**config.mk**
```make
export PLATFORM = sky130hd
export DESIGN_NAME = fft_twiddle_fetch_seq
export DESIGN_NICKNAME = d
export VERILOG_FILES = /design/src/rtl/fft_pkg.sv /design/src/rtl/fft_tw_skid_fifo.sv /design/src/rtl/fft_twiddle_fetch_seq.sv
export SDC_FILE = /design/constraint.sdc
export NUM_CORES = 1
export LEC_CHECK = 0
export BUFFER_PORTS_ARGS = -buffer_cell sky130_fd_sc_hd__buf_2
export CAP_MARGIN = 20
export CELL_PAD_IN_SITES_DETAIL_PLACEMENT = 1
export CELL_PAD_IN_SITES_GLOBAL_PLACEMENT = 2
export CORE_AREA = 2 2 141 143
export CTS_CLUSTER_DIAMETER = 60
export DETAILED_ROUTE_END_ITERATION = 10
export DIE_AREA = 0 0 143 145
export PLACE_DENSITY = 0.78
export SETUP_SLACK_MARGIN = 0.4
export SYNTH_ARGS = -nofsm -noshare
export SYNTH_HDL_FRONTEND = slang
export SYNTH_HIERARCHICAL = 1
export SYNTH_SLANG_ARGS = --single-unit
```
**constraint.sdc**
```tcl
create_clock -name clk -period 3.95 [get_ports clk]
set_input_delay 0.395 -clock clk [delete_from_list [all_inputs] [get_ports clk]]
set_output_delay 0.395 -clock clk [all_outputs]
set_load 0.005 [all_outputs]
```
**src/rtl/fft_pkg.sv**
```systemverilog
// ============================================================================
//  Module      : fft_pkg
//  Description : Shared constants, twiddle-table helpers and the sequencer
//                state encoding for the FFT twiddle fetch path.
//  Revision    : 1.0  initial release
// ============================================================================
`default_nettype none

package fft_pkg;

    localparam int c_DEF_LOG2N   = 5;
    localparam int c_DEF_AW      = 5;
    localparam int c_DEF_DW      = 16;
    localparam int c_DEF_ROM_LAT = 1;

    typedef enum logic [1:0] {
        IDLE  = 2'd0,
        FETCH = 2'd1,
        DRAIN = 2'd2
    } tw_state_t;

    // First ROM entry of stage s; stage s owns 2**s consecutive entries.
    function automatic int tw_base(input int s);
        return (1 << s) - 1;
    endfunction

    // Number of consecutive beats that reuse the same twiddle in stage s.
    function automatic int tw_rpt(input int s, input int log2n);
        return 1 << (log2n - 1 - s);
    endfunction

endpackage

`default_nettype wire

```
**src/rtl/fft_tw_skid_fifo.sv**
```systemverilog
// ============================================================================
//  Module      : fft_tw_skid_fifo
//  Description : Small synchronous FIFO that absorbs ROM read latency between
//                address issue and the valid/ready twiddle output.
//  Revision    : 1.0  initial release
// ============================================================================
`default_nettype none

module fft_tw_skid_fifo #(
    parameter int DEPTH = 3,
    parameter int WIDTH = 37
) (
    input  wire logic                       clk,
    input  wire logic                       rst,
    input  wire logic                       i_push,
    input  wire logic [WIDTH-1:0]           i_din,
    input  wire logic                       i_pop,
    output logic      [WIDTH-1:0]           o_dout,
    output logic      [$clog2(DEPTH+1)-1:0] o_count
);

    localparam int c_PW = $clog2(DEPTH);
    localparam int c_CW = $clog2(DEPTH+1);
    localparam logic [c_PW-1:0] c_PTR_ONE = c_PW'(1);
    localparam logic [c_CW-1:0] c_CNT_ONE = c_CW'(1);

    logic [WIDTH-1:0] r_mem [DEPTH];
    logic [c_PW-1:0]  r_wp;
    logic [c_PW-1:0]  r_rp;
    logic [c_CW-1:0]  r_count;
    logic             w_do_push;
    logic             w_do_pop;

    // A pop frees a slot in the same cycle, so a full FIFO may still accept a push.
    assign w_do_pop  = i_pop && (r_count != '0);
    assign w_do_push = i_push && ((r_count != c_CW'(DEPTH)) || w_do_pop);
    assign o_dout    = r_mem[r_rp];
    assign o_count   = r_count;

    // Storage array; contents need no reset because count gates visibility.
    always_ff @(posedge clk) begin
        if (w_do_push) begin
            r_mem[r_wp] <= i_din;
        end
    end

    // Pointer and occupancy bookkeeping with wrap at DEPTH.
    always_ff @(posedge clk) begin
        if (rst) begin
            r_wp    <= '0;
            r_rp    <= '0;
            r_count <= '0;
        end else begin
            if (w_do_push) begin
                r_wp <= (r_wp == c_PW'(DEPTH-1)) ? '0 : r_wp + c_PTR_ONE;
            end
            if (w_do_pop) begin
                r_rp <= (r_rp == c_PW'(DEPTH-1)) ? '0 : r_rp + c_PTR_ONE;
            end
            case ({w_do_push, w_do_pop})
                2'b10:   r_count <= r_count + c_CNT_ONE;
                2'b01:   r_count <= r_count - c_CNT_ONE;
                default: r_count <= r_count;
            endcase
        end
    end

endmodule

`default_nettype wire

```
**src/rtl/fft_twiddle_fetch_seq.sv**
```systemverilog
// ============================================================================
//  Module      : fft_twiddle_fetch_seq
//  Description : Walks one FFT stage's twiddle sub-table, issues ROM addresses
//                under FIFO credit, and streams (re, im) beats over valid/ready.
//  Revision    : 1.0  initial release
// ============================================================================
`default_nettype none

module fft_twiddle_fetch_seq
    import fft_pkg::*;
#(
    parameter int LOG2N   = c_DEF_LOG2N,
    parameter int AW      = c_DEF_AW,
    parameter int DW      = c_DEF_DW,
    parameter int ROM_LAT = c_DEF_ROM_LAT
) (
    input  wire logic               clk,
    input  wire logic               rst,
    input  wire logic               start,
    input  wire logic [2:0]         stage_idx,
    output logic                    busy,
    output logic                    done,
    output logic                    err,
    output logic      [AW-1:0]      rom_addr,
    input  wire logic [DW-1:0]      rom_re_data,
    input  wire logic [DW-1:0]      rom_im_data,
    output logic                    tw_valid,
    input  wire logic               tw_ready,
    output logic      [DW-1:0]      tw_re,
    output logic      [DW-1:0]      tw_im,
    output logic      [LOG2N-2:0]   tw_k,
    output logic                    tw_last
);

    localparam int c_CW         = LOG2N - 1;
    localparam int c_FIFO_DEPTH = ROM_LAT + 2;
    localparam int c_FW         = 2*DW + LOG2N;
    localparam int c_CNTW       = $clog2(c_FIFO_DEPTH + 1);
    localparam logic [c_CW-1:0] c_K_ONE = c_CW'(1);

    generate
        if ((2**LOG2N) - 1 > (2**AW)) begin : g_aw_too_narrow
            $error("twiddle ROM address width too small for LOG2N");
        end
    endgenerate

    tw_state_t         r_state;
    logic [2:0]        r_stage;
    logic [c_CW-1:0]   r_k;
    logic [c_CW-1:0]   r_rep;
    logic              r_busy;
    logic              r_done;
    logic              r_err;
    logic [AW-1:0]     r_rom_addr;

    // Tag of the address currently on rom_addr, then ROM_LAT stages to the FIFO.
    logic              r_iss_v;
    logic [c_CW-1:0]   r_iss_k;
    logic              r_iss_last;
    logic [ROM_LAT-1:0] r_tag_v;
    logic [ROM_LAT-1:0] r_tag_last;
    logic [c_CW-1:0]   r_tag_k [ROM_LAT];

    logic              w_start_ok;
    logic              w_start_bad;
    logic [2:0]        w_cur_stage;
    logic [c_CW-1:0]   w_cur_k;
    logic [c_CW-1:0]   w_cur_rep;
    logic [c_CW-1:0]   w_rpt_m1;
    logic [c_CW-1:0]   w_kmax;
    logic              w_beat_last;
    logic              w_issue;
    logic              w_pop;
    int                w_inflight;
    logic              w_credit;
    logic [c_FW-1:0]   w_fifo_din;
    logic [c_FW-1:0]   w_fifo_dout;
    logic [c_CNTW-1:0] w_fifo_count;

    assign w_start_ok  = start && (r_state == IDLE) && (int'(stage_idx) < LOG2N);
    assign w_start_bad = start && (r_state == IDLE) && !(int'(stage_idx) < LOG2N);

    // The first address is issued on the same edge that accepts start.
    assign w_cur_stage = (r_state == IDLE) ? stage_idx : r_stage;
    assign w_cur_k     = (r_state == IDLE) ? '0 : r_k;
    assign w_cur_rep   = (r_state == IDLE) ? '0 : r_rep;
    assign w_rpt_m1    = c_CW'(tw_rpt(int'(w_cur_stage), LOG2N) - 1);
    assign w_kmax      = c_CW'(tw_base(int'(w_cur_stage)));
    assign w_beat_last = (w_cur_k == w_kmax) && (w_cur_rep == w_rpt_m1);

    // Count addresses issued but not yet written into the FIFO.
    always_comb begin
        w_inflight = int'(r_iss_v);
        for (int i = 0; i < ROM_LAT; i++) begin
            w_inflight += int'(r_tag_v[i]);
        end
    end

    // A beat leaving this cycle frees its slot, keeping one beat per cycle.
    assign w_pop    = tw_valid && tw_ready;
    assign w_credit = (int'(w_fifo_count) + w_inflight - int'(w_pop)) < c_FIFO_DEPTH;
    assign w_issue  = w_start_ok || ((r_state == FETCH) && w_credit);

    // Sequencer FSM with address/repeat counters and done/err pulses.
    always_ff @(posedge clk) begin
        if (rst) begin
            r_state    <= IDLE;
            r_stage    <= '0;
            r_k        <= '0;
            r_rep      <= '0;
            r_busy     <= 1'b0;
            r_done     <= 1'b0;
            r_err      <= 1'b0;
            r_rom_addr <= '0;
        end else begin
            r_done <= 1'b0;
            r_err  <= w_start_bad;
            if (w_issue) begin
                r_rom_addr <= AW'(tw_base(int'(w_cur_stage))) + AW'(w_cur_k);
                if (w_cur_rep == w_rpt_m1) begin
                    r_rep <= '0;
                    r_k   <= w_cur_k + c_K_ONE;
                end else begin
                    r_rep <= w_cur_rep + c_K_ONE;
                    r_k   <= w_cur_k;
                end
            end
            case (r_state)
                IDLE: begin
                    if (w_start_ok) begin
                        r_stage <= stage_idx;
                        r_busy  <= 1'b1;
                        r_state <= w_beat_last ? DRAIN : FETCH;
                    end
                end
                FETCH: begin
                    if (w_issue && w_beat_last) begin
                        r_state <= DRAIN;
                    end
                end
                DRAIN: begin
                    if (w_pop && w_fifo_dout[0]) begin
                        r_state <= IDLE;
                        r_busy  <= 1'b0;
                        r_done  <= 1'b1;
                    end
                end
                default: r_state <= IDLE;
            endcase
        end
    end

    // Issue-tag pipeline aligning k/last with the ROM data it belongs to.
    always_ff @(posedge clk) begin
        if (rst) begin
            r_iss_v    <= 1'b0;
            r_iss_k    <= '0;
            r_iss_last <= 1'b0;
            r_tag_v    <= '0;
            r_tag_last <= '0;
            for (int i = 0; i < ROM_LAT; i++) begin
                r_tag_k[i] <= '0;
            end
        end else begin
            r_iss_v       <= w_issue;
            r_iss_k       <= w_cur_k;
            r_iss_last    <= w_beat_last;
            r_tag_v[0]    <= r_iss_v;
            r_tag_k[0]    <= r_iss_k;
            r_tag_last[0] <= r_iss_last;
            for (int i = 1; i < ROM_LAT; i++) begin
                r_tag_v[i]    <= r_tag_v[i-1];
                r_tag_k[i]    <= r_tag_k[i-1];
                r_tag_last[i] <= r_tag_last[i-1];
            end
        end
    end

    assign w_fifo_din = {rom_re_data, rom_im_data, r_tag_k[ROM_LAT-1], r_tag_last[ROM_LAT-1]};

    fft_tw_skid_fifo #(
        .DEPTH (c_FIFO_DEPTH),
        .WIDTH (c_FW)
    ) u_fifo (
        .clk     (clk),
        .rst     (rst),
        .i_push  (r_tag_v[ROM_LAT-1]),
        .i_din   (w_fifo_din),
        .i_pop   (w_pop),
        .o_dout  (w_fifo_dout),
        .o_count (w_fifo_count)
    );

    // Beat fields read as zero whenever nothing is buffered.
    assign tw_valid = (w_fifo_count != '0);
    assign tw_re    = tw_valid ? w_fifo_dout[c_FW-1 -: DW]    : '0;
    assign tw_im    = tw_valid ? w_fifo_dout[c_FW-DW-1 -: DW] : '0;
    assign tw_k     = tw_valid ? w_fifo_dout[c_CW:1]          : '0;
    assign tw_last  = tw_valid && w_fifo_dout[0];
    assign busy     = r_busy;
    assign done     = r_done;
    assign err      = r_err;
    assign rom_addr = r_rom_addr;

endmodule

`default_nettype wire

```
# Word-level counts from Yosys, hierarchy flattened
# Memory sizes are Yosys's and may differ from the RTL's. A register that Yosys moved wholly into a read port is not among the register bits.
# Index checks and enable logic that the tools add are counted.
# op_classes
add_sub_neg	13
magnitude_cmp	2
eq_ne	12
n_shift	2
n_mux	29
bitwise_logic	1
n_reduce_logical	23
# ops
operator	count
2-to-1 mux 16 bit	2
<< shifter 1 x 32 -> 4 bit (first input constant)	1
2-to-1 mux 4 bit	6
2-to-1 mux 2 bit	8
logical AND 1 bit	11
2-to-1 mux 1 bit	9
adder 4 x 1 -> 4 bit (second input constant)	2
equality test 2 bit (second input constant)	4
equality test 4 bit	2
adder 2 x 1 -> 2 bit (second input constant)	3
!= test 2 bit (second input constant)	3
one-hot mux 2 bit (3 select lines)	1
AND reduction 3 bit	2
nonzero test 2 bit	3
adder 5 x 4 -> 5 bit	1
<< shifter 1 x 3 -> 5 bit (first input constant)	1
subtractor 5 x 2 -> 5 bit (second input constant)	1
equality test 2 x 1 -> 1 bit (second input constant)	2
< comparator 4 x 3 -> 1 bit (second input constant)	1
one-hot mux 2 bit (2 select lines)	1
OR reduction 4 bit	1
subtractor 3 x 1 -> 4 bit	1
subtractor 3 x 3 -> 4 bit (first input constant)	1
subtractor 4 x 2 -> 4 bit (second input constant)	1
13 further kinds	14
# word_totals
regBits	35
ramBits	115
inputBits	39
wordCells	100
n_memories	2
# memory_table
memory	words	width	rd	rd_clocked_by_memory_dff	write_ports	line_no	text
u_fifo.r_mem	3	37	1	1	1	fft_tw_skid_fifo.sv:27	logic [WIDTH-1:0] r_mem [DEPTH];
r_tag_k	1	4	1	0	1	fft_twiddle_fetch_seq.sv:62	logic [c_CW-1:0] r_tag_k [ROM_LAT];

# Depth between registers and ports, before layout
# depth
ltp_word	10
depth_mapped	15

# Hierarchy
# The synthesis kept the hierarchy.
# by_module_without_submodules
module	instances	cells_each	area_per_inst_um2
fft_tw_skid_fifo	1	268	4423.0
fft_twiddle_fetch_seq	1	277	2376.0

# Worst setup path before layout
# OpenSTA, ideal clock, no wires.
# synth_timing
path_type	reg2reg
startpoint	register u_fifo.r_count[1], in the netlist u_fifo/o_count[1]
endpoint	memory u_fifo.r_mem[1][0] (enable)
setup_ps	485
arrival_ps	3926
required_ps	3465
setup_slack_ps	-461
stages_incl_launch_ff	7
path_buffers	1
synth_period_minus_slack_ps	4411
path_cell_list	dfxtp_1 inv_1 nand2_1 clkbuf_1 and2_1 o21ai_2 nor3b_1
# synth_between
elab_chain_len	7
word_cells_on_any_way	8
cone_classes	eq/ne: 1; mux: 2; reduce/logical: 5
# synth_rtl
element	line_no	text
start: declaration	fft_tw_skid_fifo.sv:30	logic [c_CW-1:0] r_count;
start signal: assignment	fft_tw_skid_fifo.sv:61	2'b10: r_count <= r_count + c_CNT_ONE;
start signal: assignment	fft_tw_skid_fifo.sv:62	2'b01: r_count <= r_count - c_CNT_ONE;
start signal: assignment	fft_tw_skid_fifo.sv:63	default: r_count <= r_count;
nonzero test 2 bit	fft_twiddle_fetch_seq.sv:195	assign tw_valid = (w_fifo_count != '0);
named net tw_valid	fft_twiddle_fetch_seq.sv:27	output logic tw_valid,
logical AND 1 bit	fft_twiddle_fetch_seq.sv:100	assign w_pop = tw_valid && tw_ready;
named net w_pop	fft_twiddle_fetch_seq.sv:73	logic w_pop;
logical AND 1 bit	fft_tw_skid_fifo.sv:35	assign w_do_pop = i_pop && (r_count != '0);
logical OR 1 bit	fft_tw_skid_fifo.sv:36	assign w_do_push = i_push && ((r_count != c_CW'(DEPTH)) || w_do_pop);
logical AND 1 bit	fft_tw_skid_fifo.sv:36	
2-to-1 mux 1 bit	fft_tw_skid_fifo.sv:42	if (w_do_push) begin
2-to-1 mux 1 bit (not written as such)	fft_tw_skid_fifo.sv:43	r_mem[r_wp] <= i_din;
end: declaration	fft_tw_skid_fifo.sv:27	
# The timed path passes the listed nets, and every way through them passes these cells.

# Worst setup path in the final report
# layout_timing
startpoint	register u_fifo.r_count[0], in the netlist u_fifo/o_count[0]
endpoint	register r_k[3]
# layout_between
elab_chain_len	6
word_cells_on_any_way	7
cone_classes	add/sub: 2; order compare: 1; reduce/logical: 4
# layout_rtl
element	line_no	text
nonzero test 2 bit	fft_twiddle_fetch_seq.sv:195	
logical AND 1 bit	fft_twiddle_fetch_seq.sv:100	
named net w_pop	fft_twiddle_fetch_seq.sv:73	
subtractor 3 x 1 -> 4 bit	fft_twiddle_fetch_seq.sv:101	assign w_credit = (int'(w_fifo_count) + w_inflight - int'(w_pop)) < c_FIFO_DEPTH;
< comparator 4 x 3 -> 1 bit	fft_twiddle_fetch_seq.sv:101	
logical AND 1 bit	fft_twiddle_fetch_seq.sv:102	assign w_issue = w_start_ok || ((r_state == FETCH) && w_credit);
logical OR 1 bit	fft_twiddle_fetch_seq.sv:102	
end signal: assignment	fft_twiddle_fetch_seq.sv:122	r_k <= w_cur_k + c_K_ONE;
end signal: assignment	fft_twiddle_fetch_seq.sv:125	r_k <= w_cur_k;
end: declaration	fft_twiddle_fetch_seq.sv:49	logic [c_CW-1:0] r_k;
# The timed path passes the listed nets, and every way through them passes these cells.
# A chain may end at the register's enable or synchronous reset.

==> metrics.txt <==
status finished, final reports clean; TNS Setup 0 ns; H-tree Lvls 4; WP data required 4.27 ns; CTS sink count 152; Post-synth top flop edfxtp_1; fin crit period 3.46 ns; Die Area 20700 sq um; P_leak 3.04 nW; clk_skew 0.0106 ns; syn_area_per_cell 12.5 sq um; worst path arrival time 3.78 ns; maximum clock insertion buffer count 2; starting density of the core 35.4%; top cells by instance count after synthesis edfxtp_1 (111), nand2_1 (53), and2_1 (48), o21ai_0 (47), mux2i_1 (44); cell count after synthesis 545; Final Cell Area 8330 sq um; critical path class reg2reg; final wirelength 15400 um; Net Sw Power 0.978 mW; max frequency 0.289 GHz; Max-slew headroom 40.9%; num rows 51; grt ovf 0; Unique masters post-synth 59; Max Transition Viols Final 0; setup ws final 0.492 ns; CTS Buf Count 17; routability congestion estimate 0.794; Final #Nets 703; drt first-iter violations 242; Root Driver clkbuf_16; synthesis-to-finish area growth 22.6%; DR vias/cell 4.85; Final Setup Violations 0; EDFF count, synth 111; Die W 143 um; synthesis-stage register bit count 152; most numerous cell in the Yosys netlist edfxtp_1; Worst-Margin Slew 0.887 ns; Tcrit/Tclk final 87.6%; Clock Power Share 42.9%; Ports 85; FF-to-FF setup slack 0.49 ns; Yosys top cell area share 49.0%; cell-internal power 2.83 mW; PortBufs 84; main area contributors after synthesis edfxtp_1 (49%), dfxtp_1 (12%), mux2i_1 (6.5%); ys async rst share 0%; crit path max fanout 6; switching share of total power 25.7%; Reg clk slew, reported paths 0.07 ns; crit start category flop; initial antenna violation count 1; DRT Pass-1 Iters 4; global-route wire length before repair 24400 um; Worst VDD drop 0.340 mV; yosys warns 6; RSZ-0062 raised after global routing true; Syn Nets 604; largest net degree at the start of global routing 49; critical path capture point type flop; Clk Latency, worst-skew pair 0.43 ns; PD cells 456 nW/um^2; Yosys top cell by area edfxtp_1; Synth Cell Area 6800 sq um; post-synthesis sequential area ratio 61.1%; DIE HEIGHT 145 um; Fin. Hold Viols 0; detailed-route DRC error count 0; Avg WL per Cell 16.7 um; Placeable Area 19200 sq um; via total after detailed routing 4476; TritonCTS clock tree built; total power 3.80 mW; Comb pwr share 10.6%; Sequential Power Share 46.5%; ANT nets after route 0; DP Worst Slack -0.0448 ns; fraction of layout cells with a size suffix above 1 27.4%; Post-DP HPWL 10300 um; GRT Resource Usage Total 15.2%; Hold/Removal Path Class in2reg; max-cap viol count 0; vias in the first global route 4754; Area after DPL 7580 sq um
## cell usage in the layout (no fill, tap or decap), types with 4 or more instances in the layout
cell type / synthesis / routed
nor2_1: 22 / 22
nor2b_1: 9 / 8
inv_6: 0 / 5
mux2i_1: 44 / 43
dfxtp_2: 0 / 4
dfxtp_1: 41 / 36
nor3_1: 5 / 4
edfxtp_1: 111 / 111
nand3_1: 4 / 4
o21ai_0: 47 / 46
ha_1: 17 / 14
clkbuf_16: 0 / 17
buf_2: 3 / 84
nor3b_1: 6 / 4
xnor2_1: 9 / 9
a21oi_1: 17 / 16
buf_4: 6 / 24
nor4_1: 5 / 4
nand2_1: 53 / 52
xor2_1: 4 / 4
inv_8: 0 / 6
o21ai_1: 4 / 5
and2_1: 48 / 47
inv_1: 13 / 12
## flip-flops by register name, summed over array words and instances (netlist names), 3 cells and up, named ones only
register      cells
r_rep             4
r_stage           3
rom_addr          5
r_iss_k           4
u_fifo/r_mem    111
r_k               4
r_tag_k           4
## cell families after synthesis
| kind of cell | after synthesis | share of synthesized area, % |
|---|---|---|
| xor+xnor | 13 | 1.67 |
| buf+inv | 41 | 3.09 |
| flops | 152 | 61.1 |
| fa+ha+maj | 20 | 4.01 |
| compound gates | 90 | 8.01 |
| mux | 48 | 7.25 |
| simple gates | 181 | 14.9 |
## layer usage
metal	routed length, um	vias up	track usage (%)
met5	0	-	0
met4	167	0	5.10
met3	583	13	3.80
met2	7910	80	25.7
met1	6750	2213	18.8
li1	-	2170	-
## worst max-delay path, stage by stage (launching register included)
cell     delay (ns)
dfxtp_1        0.42
inv_1          0.11
nand2_1        0.09
and2_1         0.19
ha_1           0.27
fa_1           0.41
fa_1           0.51
nor2_1         0.05
o21ai_1        0.28
a31o_4         0.27
nand4_1        0.17
nor4_2         0.24
mux2_1         0.35
## per-stage QoR
step,utilization (%),instances,hold WS (ns)
6_report,43.4,923,0.162
5_1_grt,43.4,922,0.149
4_1_cts,42.9,920,0.151
3_5_place_dp,39.5,886,0.427
3_3_place_gp,39.5,886,0.417
2_1_floorplan,-,545,0.414
## worst paths after layout
kind / cells after the start / from / endpoint
worst min register to register: 1 / r_iss_k[1]$_SDFF_PP0_ / r_tag_k[0][1]$_SDFF_PP0_
worst min-delay path: 1 / rom_im_data[15] / u_fifo/r_mem[0][20]$_DFFE_PP_
worst max register to register: 12 / u_fifo/o_count[0]$_SDFFE_PP0P_ / r_k[3]$_SDFFE_PP0N_
worst max-delay path: 12 / u_fifo/o_count[0]$_SDFFE_PP0P_ / r_k[3]$_SDFFE_PP0N_
## timing repair
action / 4_1_cts / 5_1_grt
gates cloned: 0 / 0
setup endpoints to repair: 11 / 11
hold endpoints to repair: 0 / 0
hold buffers: 0 / 0
pin swaps: 2 / 11
buffers inserted: 2 / 2
resized for setup: 11 / 13
## power by group through the flow
stage	combinational (mW)	clock [mW]	sequential, mW
after CTS	0.389	1.66	1.77
after global routing	0.452	1.73	1.77
after floorplan	0.239	0	1.80
after global placement	0.361	0	1.80
after detailed placement	0.376	0	1.80
final	0.404	1.63	1.77
## final cells by class
class / count / area, sq um
clock inverters: 15 / 173
multi-input cells: 352 / 2590
well taps: 265 / 332
inverters: 13 / 48.8
diodes: 1 / 2.50
clock buffers: 17 / 425
repair buffers: 108 / 601
flip-flops and latches: 152 / 4160
fillers: 2043 / 10900
Note: power is estimated with default switching activity, not from simulation.
